[src/rtl/serial_mag_cmp.sv]
// serial_mag_cmp: unsigned magnitude compare of two BYTES-wide words,
// one byte per clock, most-significant byte first. An 8-bit cascadable
// slice carries eq/gt from byte to byte, so no wide comparator is built.
//
// Optional macro: SERIAL_MAG_CMP_EARLY_EXIT_EN. When defined, the compare
// ends on the first differing byte. Equal words still take BYTES cycles.
//
// Ports:
//   clk, rst_n       rising-edge clock, asynchronous active-low reset
//   start            request; only sampled while busy=0
//   a_word, b_word   operands; [W-1:W-8] is the most significant byte
//   busy             a compare is in progress
//   done             one-cycle pulse: eq/gt/lt_out were just updated
//   eq_out/gt_out/lt_out  registered one-hot verdict, held until next done

// Cascadable 8-bit slice. Once a higher byte has differed (eq_in=0), the
// verdict is already decided and passes through unchanged.
module mag_cmp_slice (
  input  logic [7:0] a,
  input  logic [7:0] b,
  input  logic       eq_in,
  input  logic       gt_in,
  output logic       eq,
  output logic       gt
);
  assign eq = eq_in & (a == b);
  assign gt = gt_in | (eq_in & (a > b));
endmodule

module serial_mag_cmp #(
  parameter int BYTES = 4
) (
  input  logic                 clk,
  input  logic                 rst_n,
  input  logic                 start,
  input  logic [8*BYTES-1:0]   a_word,
  input  logic [8*BYTES-1:0]   b_word,
  output logic                 busy,
  output logic                 done,
  output logic                 eq_out,
  output logic                 gt_out,
  output logic                 lt_out
);
  localparam int IW = (BYTES > 1) ? $clog2(BYTES) : 1;

  typedef enum logic {IDLE, RUN} state_t;

  state_t                 state, state_nxt;
  logic [BYTES-1:0][7:0]  a_q, b_q;
  logic [IW-1:0]          idx;
  logic                   eq_c, gt_c;
  logic                   eq_n, gt_n;
  logic                   last, load, finish;

  mag_cmp_slice u_slice (
    .a     (a_q[idx]),
    .b     (b_q[idx]),
    .eq_in (eq_c),
    .gt_in (gt_c),
    .eq    (eq_n),
    .gt    (gt_n)
  );

`ifdef SERIAL_MAG_CMP_EARLY_EXIT_EN
  // With early exit, eq_c is always 1 while running, so eq_n=0 means this
  // byte is the first one that differs.
  assign last = (idx == '0) | ~eq_n;
`else
  assign last = (idx == '0);
`endif

  always_comb begin
    state_nxt = state;
    load      = 1'b0;
    finish    = 1'b0;
    case (state)
      IDLE: if (start) begin
        load      = 1'b1;
        state_nxt = RUN;
      end
      RUN: if (last) begin
        finish    = 1'b1;
        state_nxt = IDLE;
      end
      default: state_nxt = IDLE;
    endcase
  end

  always_ff @(posedge clk or negedge rst_n) begin
    if (!rst_n) begin
      state  <= IDLE;
      a_q    <= '0;
      b_q    <= '0;
      idx    <= '0;
      eq_c   <= 1'b0;
      gt_c   <= 1'b0;
      done   <= 1'b0;
      eq_out <= 1'b1;
      gt_out <= 1'b0;
      lt_out <= 1'b0;
    end else begin
      state <= state_nxt;
      done  <= finish;
      if (load) begin
        a_q  <= a_word;
        b_q  <= b_word;
        eq_c <= 1'b1;
        gt_c <= 1'b0;
        idx  <= IW'(BYTES - 1);
      end else if (state == RUN) begin
        eq_c <= eq_n;
        gt_c <= gt_n;
        // Exit is decided by idx==0; never let idx wrap.
        if (!last) idx <= idx - 1'b1;
      end
      if (finish) begin
        eq_out <= eq_n;
        gt_out <= gt_n;
        lt_out <= ~eq_n & ~gt_n;
      end
    end
  end

  assign busy = (state == RUN);

endmodule

[config.mk]
export PLATFORM = sky130hd
export DESIGN_NAME = serial_mag_cmp
export DESIGN_NICKNAME = d
export VERILOG_FILES = /design/src/rtl/serial_mag_cmp.sv
export SDC_FILE = /design/constraint.sdc
export NUM_CORES = 1
export LEC_CHECK = 0
export ABC_AREA = 1
export CAP_MARGIN = 15
export CORE_ASPECT_RATIO = 0.75
export CORE_UTILIZATION = 45
export CTS_CLUSTER_SIZE = 30
export DETAILED_ROUTE_END_ITERATION = 8
export DONT_BUFFER_PORTS = 1
export HOLD_SLACK_MARGIN = 0.1
export PLACE_DENSITY = 0.57
export SYNTH_ARGS = -nofsm -noshare
export SYNTH_HDL_FRONTEND = slang
export SYNTH_SLANG_ARGS = --single-unit
[constraint.sdc]
create_clock -name clk -period 5.35 [get_ports clk]
set_clock_uncertainty 0.15 [all_clocks]
set_input_delay 1.07 -clock clk [delete_from_list [all_inputs] [get_ports clk]]
set_output_delay 1.07 -clock clk [all_outputs]
set_load 0.05 [all_outputs]
==> flow_metrics.tcl, run 1 <==
set metrics [dict create \
    outcome "finished clean" \
    cts.sinks 73 \
    multiInputGateArea_um2 1420 \
    numCtsBuffers 9 \
    top_regs "a_q x32, b_q x32, idx x2" \
    min_period_ns 3.05 \
    ys_warn_count 0 \
    relSlewSlack_pct 30.5 \
    n_antenna_cell 0 \
    die_w_um 104 \
    ys.flop_type "dfrtp_1" \
    syn_inst 429 \
    dp_cells 509 \
    dpl_cell_area_um2 3430 \
    drv_cap 0 \
    htreeDepth 3 \
    cts_resized 0 \
    die_y_um 78.6 \
    endpoint_kind "flop" \
    grt_pass1_vias 2557 \
    async_reset_ff_share_pct 100 \
    rsz0062_at_grt "false" \
    path_cells "inv_2, o21ai_0, o22ai_1, ha_1, nand2_1, nor2_1, a21boi_0, nand2_1, nand2_1, nand2_1, nand2_1" \
    antenna_found_initial 0 \
    yosys-top-cells-area "dfrtp_1, nand2_1, buf_12, ha_1, nor2_1" \
    io_pins 72 \
    required_ns 5.45 \
    slowest_stage "dfrtp_1" \
    fin_setup_tns_ns 0 \
    cts_root_buffer "clkbuf_8" \
    clock_latency_ns 0.36 \
    clk_path_buf_depth 2 \
    synth-seq-cells 73 \
    max_stage_delay_ns 0.96 \
    cts_tree "yes" \
    grt_max_degree 74 \
    postLayoutCoreUtil_pct 48.2 \
    yosysTopAreaCell "dfrtp_1" \
    avgSynthCellArea_um2 8.21 \
    drtAntennaViolNets 0 \
    final_area_um2 3600 \
    port_buffers 0 \
    dr.first_iter.drc_count 113 \
    crit_arrival_ns 3.16 \
    seq_area_um2 1830 \
    drv_slew 0 \
    drc 0 \
    period_share_pct 57.1 \
    fin_nets 495 \
    grt.total_usage_pct 20.9 \
    core-area_um2 7470 \
    grt_first_pass_wirelength_um 13100 \
    synth_most_common_cell "nand2_1" \
    routed_wl_um 7720 \
    first_pass_iters 4 \
    vias_per_cell 5.03 \
    critPathKind "reg -> reg" \
    worst_pin_slew_ns 1.04 \
    gr-total-overflow 0 \
    cp_max_fo 35 \
    drive_above_1_share_pct 4.95 \
    ctsHoldBuffers 0 \
    synth_top_area_share_pct 51.2 \
    placementRows 27 \
    hold_viol 0 \
    post_cts_buffers 0 \
    yosysSeqAreaShare_pct 51.9 \
    power.leakage_uw 0.00191 \
    synth_fp_nets 505 \
    timing.fmax_mhz 327 \
    hp-class "in -> async" \
    syn_to_final_growth_pct 2.24 \
    path_common_cell "nand2_1" \
    ir_drop_uv 337 \
    post_drt_wl_per_cell_um 14.7 \
    netlist-cell-type-count 22 \
    hpwl_um 5250 \
    ys_top_cells_by_count "nand2_1, dfrtp_1, nor2_1" \
    syn_area_um2 3520 \
    nFillCells 775 \
    timing.hold.ws_ns 0.252 \
    vias 2641 \
    start_util_pct 47.2 \
    power_density_nw_per_um2 672 \
    die-area_um2 8190 \
    synth_edf_count 0 \
    fin_cells 525 \
    clk_pin_slew_ns 0.07 \
    startpoint_type "flop" \
    setup_viol 0 \
    globalplace.congestion 0.771 \
]
-- through the flow --
| step | power [µW] | setup WS [ns] |
|---|---|---|
| 2_1_floorplan | 1880 | 3.31 |
| 3_3_place_gp | 2020 | 2.41 |
| 3_5_place_dp | 2040 | 2.32 |
| 4_1_cts | 2450 | 2.32 |
| 5_1_grt | 2670 | 2.01 |
| 6_report | 2420 | 2.30 |
-- path summary, 6_finish.rpt --
kind	start	end	slack, ns	cells past startpoint
max in group asynchronous	rst_n	eq_out	4.58	0
worst min register to register	a_q[19]	a_q[19]	0.32	2
worst max register to register	idx[0]	gt_out	2.30	11
worst min-delay path	rst_n	a_q[7]	0.25	0
min in group clk	a_q[19]	a_q[19]	0.32	2
worst max-delay path	idx[0]	gt_out	2.30	11
-- critical path: cells and delay by family (launching register included) --
kind,cells,cell delay (ns)
buffers and inverters,1,0.48
AOI/OAI and AO/OA,3,0.49
DFF,1,0.96
adders and majority gates,1,0.30
and+or+nand+nor,6,0.54
-- logic make-up after synthesis --
kind of cell	Yosys count	share of synthesized area [%]
AOI/OAI and AO/OA	49	8.70
adders and majority gates	9	3.20
buffers and inverters	34	7.78
DFF	73	51.9
and+or+nand+nor	264	28.4
-- layout make-up --
cell class	count	area share [%]
clock buffer	13	4.41
sequential	73	50.8
tap	101	3.51
multi-input combinational	322	39.4
inverter	12	1.25
timing repair buffer	1	0.208
clock inverter	3	0.417
-- placed cells by master, fill, tap and decap left out --
cell type and count:
nand3_1 2, o22ai_1 8, ha_1 9, clkbuf_8 11
o21ai_0 17, clkinv_2 3, a21o_1 1, a21oi_1 12
a21boi_0 1, inv_1 9, nand2_1 237, a22oi_1 1
clkbuf_1 2, nor2_4 1, a32o_1 8, buf_4 1
dfstp_2 1, o21ai_2 1, dfrtp_1 72, nor2_1 24
inv_2 3
-- layer usage --
layer  wire (µm)  GRT usage (%)  vias to the layer above  share of wire, %
met5           0              0                        -                 0
li1            -              -                     1328                 -
met1        3950           30.4                     1242                51
met4         119           7.71                        0               1.5
met2        3150           28.6                       63                41
met3         498           7.14                        8               6.5
-- report_power, final --
| part | internal, µW | switching (µW) |
|---|---|---|
| sequential | 816 | 282 |
| clock | 192 | 198 |
| combinational | 367 | 564 |
Power figures use the tool's default switching activity.
==> run 2, diff against run 1 <==
==> constraint.sdc (replaced) <==
create_clock -name clk -period 3.1 [get_ports clk]
set_clock_uncertainty 0.15 [all_clocks]
set_input_delay 0.62 -clock clk [delete_from_list [all_inputs] [get_ports clk]]
set_output_delay 0.62 -clock clk [all_outputs]
set_load 0.05 [all_outputs]
==> run 2 against run 1 <==
Flip-flop and latch count unchanged. Power increased by 86%. Final cell count increased by 0.76%. Count of clock-buffer cells in the layout decreased by 3. Worst setup slack got worse by 1.5 ns. Fmax increased by 30%. Critical endpoint is now lt_out. Largest cell class unchanged. Largest power group unchanged.
==> flow_metrics.tcl, run 2 (synthesis gave the netlist of run 1 again) <==
set metrics [dict create \
    p_sw_share_pct 40.5 \
    setup_viol 0 \
    first_pass_iters 4 \
    cp_max_fo 35 \
    drv_cap 0 \
    die_y_um 78.6 \
    grt.total_usage_pct 20.4 \
    vias 2657 \
    ir_drop_uv 670 \
    clk_path_buf_depth 2 \
    drc 0 \
    htreeDepth 3 \
    numCtsBuffers 9 \
    drive_above_1_share_pct 5.84 \
    path_delay_family "simple AND/OR/NAND/NOR gates" \
    hold_depth 2 \
    timing.rr.end "lt_out" \
    cts.sinks 73 \
    clk_pin_slew_ns 0.08 \
    antenna_found_initial 0 \
    ctsHoldBuffers 2 \
    final_common_cell "nand2_1" \
    hold_viol 0 \
    placementRows 27 \
    cts_resized 0 \
    timing.hold.ws_ns 0.225 \
    startpoint_type "flop" \
    cp_num_cells 11 \
    cp.buffers_inverters 2 \
    post_drt_wl_per_cell_um 14.2 \
    max_stage_delay_ns 0.39 \
    cts_root_buffer "clkbuf_8" \
    routed_wl_um 7530 \
    power.total_uw 4500 \
    min_from "a_word[7]" \
    worst_pin_slew_ns 1.02 \
    path_common_cell "nand2_1" \
    grt_max_degree 74 \
    vias_per_cell 5.02 \
    r2r_start "idx[0]" \
    r2r_cells 11 \
    post_cts_buffers 0 \
    power.leakage_uw 0.00197 \
    clock_latency_ns 0.36 \
    globalplace.congestion 0.797 \
    dr.first_iter.drc_count 187 \
    dp_slack_ns 0.765 \
    die-area_um2 8190 \
    outcome "finished clean" \
    period_share_pct 75.6 \
    power_density_nw_per_um2 1200 \
    core-area_um2 7470 \
    timing.fmax_mhz 427 \
    power_frac_clock_pct 21.6 \
    setup_slack_ns 0.758 \
    grt_pass1_vias 2483 \
    start_util_pct 47.2 \
    n_antenna_cell 0 \
    nFillCells 745 \
    endpoint_kind "flop" \
    drtAntennaViolNets 0 \
    reg2reg_setup_slack_ns 0.76 \
    required_ns 3.19 \
    gr-total-overflow 0 \
    relSlewSlack_pct 32.2 \
    min_period_ns 2.34 \
    port_buffers 0 \
    seq_power_share_pct 40.3 \
    fin_nets 499 \
    crit_arrival_ns 2.43 \
    cts_tree "yes" \
    hp-class "in -> reg" \
    drv_slew 0 \
    rsz0062_at_grt "false" \
    worstHoldEndpoint "a_q[7]" \
    mostFrequentLayoutCells "nand2_1, dfrtp_1, nor2_1" \
    hpwl_um 5150 \
    grt_first_pass_wirelength_um 12600 \
    power_switching_uw 1820 \
    syn_to_final_growth_pct 6.11 \
    fin_setup_tns_ns 0 \
    top_regs "a_q x32, b_q x32, idx x2" \
    die_w_um 104 \
    io_pins 72 \
    slowest_stage "dfrtp_1" \
    critPathKind "reg -> reg" \
    comb_power_share_pct 38.2 \
    p_int_uw 2680 \
    path_cells "inv_2, nand2_1, a32o_1, ha_1, nand2_1, nor2_1, nand3_1, nand2_1, inv_1, nand3_1, nand2_1" \
]
==> run 2: cell types whose count changed in the layout (fill, tap and decap cells not counted), sizes merged <==
cell and change:
buf +3, bufinv +4, clkbuf -3, clkinv -1
dlygate4sd3 +1
==> run 2: worst max path at each step <==
stage	endpoint	start	slack (ns)
after floorplan	gt_out	idx[0]	1.06
after global placement	lt_out	idx[0]	0.82
after detailed placement	gt_out	idx[0]	0.77
after CTS	lt_out	idx[0]	0.75
after global routing	lt_out	idx[0]	0.42
final	lt_out	idx[0]	0.76
==> run 2: layout make-up <==
type / instances / area [µm²] / share of cell area [%]
Multi-Input combinational cell: 322 / 1420 / 38.0
Timing Repair Buffer: 5 / 60.1 / 1.61
Inverter: 12 / 45.0 / 1.21
Clock inverter: 6 / 130 / 3.48
Tap cell: 101 / 126 / 3.38
Clock buffer: 10 / 128 / 3.41
Sequential cell: 73 / 1830 / 48.9
==> run 2: layer usage <==
metal  GRT usage [%]  routed length, µm  up-vias
met2            27.2               3090       79
met5               0                  0        -
met4            7.71                 95        0
met3            6.89                510       10
li1                -                  -     1337
met1            30.2               3840     1231
==> run 2: power groups by stage <==
stage                     Clock [µW]  Sequential, µW  Combinational [µW]
after CTS                        994            1820                1740
after global routing            1020            1870                2040
after global placement             0            1830                1680
after detailed placement           0            1830                1710
after floorplan                    0            1720                1520
final                            969            1810                1720
==> run 2: per-stage QoR <==
stage | instances | util (%) | instance area (µm²)
after floorplan | 429 | - | 3520
after global placement | 511 | 46.1 | 3440
after detailed placement | 511 | 46.1 | 3440
after CTS | 529 | 50.1 | 3740
after global routing | 529 | 50.1 | 3740
final | 529 | 50.1 | 3740
==> run 3, diff against run 2 <==
==> constraint.sdc (replaced) <==
create_clock -name clk -period 2.23 [get_ports clk]
set_clock_uncertainty 0.15 [all_clocks]
set_input_delay 0.446 -clock clk [delete_from_list [all_inputs] [get_ports clk]]
set_output_delay 0.446 -clock clk [all_outputs]
set_load 0.05 [all_outputs]
==> run 3 against run 2 <==
The run now ends with negative hold slack left. Power is 51% higher. Global-route usage rose by 2.5 points. Wire length up 15%. Worst setup slack worse by 0.62 ns. Sequential share of layout area decreased by 8.9 points. Clock power up 36%. Design area rose by 22%. Non-clock buffer count grew 77. Register-to-register slack lost 0.62 ns. Combinational power rose by 73%. Count of clock-buffer cells in the layout up 2. Largest power group is now combinational cells. Highest routed layer unchanged.
==> flow_metrics.tcl, run 3 (synthesis gave the netlist of run 1 again) <==
set metrics [dict create \
    multiInputGateArea_um2 1440 \
    dp_slack_ns 0.0937 \
    clk_path_buf_depth 2 \
    syn_to_final_growth_pct 29.9 \
    setup_slack_ns 0.135 \
    power_switching_uw 2700 \
    worst_pin_slew_ns 0.490 \
    vias 3006 \
    period_share_pct 93.9 \
    final_common_cell "nand2_1" \
    seq_area_um2 1830 \
    top_regs "a_q x32, b_q x32, idx x2" \
    first_pass_iters 4 \
    ctsHoldBuffers 65 \
    n_antenna_cell 0 \
    relSlewSlack_pct 67.4 \
    die_w_um 104 \
    slowest_stage "dfrtp_2" \
    clock_latency_ns 0.35 \
    rsz0062_at_grt "true" \
    timing.hold.ws_ns -0.361 \
    timing.fmax_mhz 477 \
    grt_pass1_vias 2945 \
    seq_power_share_pct 37.0 \
    critPathKind "reg -> reg" \
    power_frac_clock_pct 19.4 \
    clk_pin_slew_ns 0.08 \
    htreeDepth 3 \
    placementRows 27 \
    hold_viol 73 \
    required_ns 2.32 \
    startpoint_type "flop" \
    die-area_um2 8190 \
    mostFrequentLayoutCells "nand2_1, dfrtp_1, dlygate4sd3_1" \
    p_sw_share_pct 39.7 \
    numCtsBuffers 9 \
    port_buffers 0 \
    die_y_um 78.6 \
    crit_arrival_ns 2.19 \
    vias_per_cell 4.96 \
    hp-class "in -> async" \
    r2r_start "idx[0]" \
    drv_slew 0 \
    power.total_uw 6810 \
    drc 0 \
    violations "negative hold slack" \
    drv_cap 0 \
    ir_drop_uv 710 \
    drtAntennaViolNets 0 \
    fin_nets 576 \
    path_cells "clkinv_4, buf_12, nand2_1, a32o_1, ha_1, a21oi_1, nor2_1, nor2_1, nand2_1, nand2_2, nand2_1, nand2_1, nand2_1" \
    grt_first_pass_wirelength_um 14300 \
    endpoint_kind "flop" \
    grt.total_usage_pct 22.9 \
    dp_cells 521 \
    cp_max_fo 5 \
    p_int_uw 4110 \
    path_common_cell "nand2_1" \
    start_util_pct 47.2 \
    io_pins 72 \
    globalplace.congestion 0.825 \
    critPathLaunch "idx[0]" \
    routed_wl_um 8650 \
    cts_root_buffer "clkbuf_8" \
    power_density_nw_per_um2 1490 \
    gr-total-overflow 0 \
    outcome "finished with violations" \
    setup_viol 0 \
    grt_max_degree 74 \
    comb_power_share_pct 43.6 \
    nFillCells 659 \
    drive_above_1_share_pct 8.91 \
    min_period_ns 2.10 \
    core-area_um2 7470 \
    antenna_found_initial 0 \
    post_drt_wl_per_cell_um 14.3 \
    max_stage_delay_ns 0.45 \
    power.leakage_uw 0.00233 \
    fin_cells 606 \
    cts.sinks 73 \
    cts_tree "yes" \
    hpwl_um 5580 \
    dr.first_iter.drc_count 154 \
]
run 3: routing by layer:
metal,GRT usage [%],wire length (µm)
met2,35.2,3820
met1,31.3,4250
met3,6.23,468
met4,8.29,108
met5,0,0
run 3: path summary, 6_finish.rpt:
kind,endpoint,slack (ns),cells after the start
setup / recovery,gt_out,0.13,13
setup reg to reg,gt_out,0.13,13
hold / removal,b_q[7],-0.36,0
max in group asynchronous,eq_out,2.08,0
min in group clk,gt_c,0.21,3
hold reg to reg,b_q[2],0.33,2
run 3: layout make-up:
| type | count | share of cell area [%] |
|---|---|---|
| clock inverters | 4 | 2.13 |
| flip-flops and latches | 73 | 40.0 |
| well taps | 101 | 2.76 |
| multi-input cells | 322 | 31.5 |
| inverters | 12 | 1.09 |
| repair buffers | 82 | 18.9 |
| clock buffers | 12 | 3.61 |
run 3: repair_timing:
action	in CTS	in global routing
setup endpoints to repair	0	3
setup buffers	0	2
gates resized for setup	0	18
endpoints found under the hold margin	138	73
run 3: power groups by stage:
| stage | Clock [µW] | Combinational, µW | Sequential (µW) |
|---|---|---|---|
| CTS | 1360 | 2740 | 2510 |
| global route | 1410 | 3430 | 2600 |
| detailed placement | 0 | 2630 | 2520 |
| floorplan | 0 | 2120 | 2390 |
| finish | 1320 | 2970 | 2520 |
| global placement | 0 | 2550 | 2530 |
run 3: metrics by stage:
| step | util, % | area [µm²] | TNS, ns |
|---|---|---|---|
| 5_1_grt | 61.3 | 4580 | -0.0629 |
| 6_report | 61.3 | 4580 | 0 |
| 3_3_place_gp | 47.6 | 3550 | 0 |
| 4_1_cts | 59.8 | 4470 | 0 |
| 2_1_floorplan | - | 3520 | 0 |
| 3_5_place_dp | 47.6 | 3550 | 0 |
run 3: critical path, delay by kind of cell (launching register included):
family | cells | cell delay [ns]
AOI/OAI and AO/OA | 2 | 0.41
adders and majority gates | 1 | 0.30
buffers and inverters | 2 | 0.21
DFF | 1 | 0.45
and+or+nand+nor | 8 | 0.48
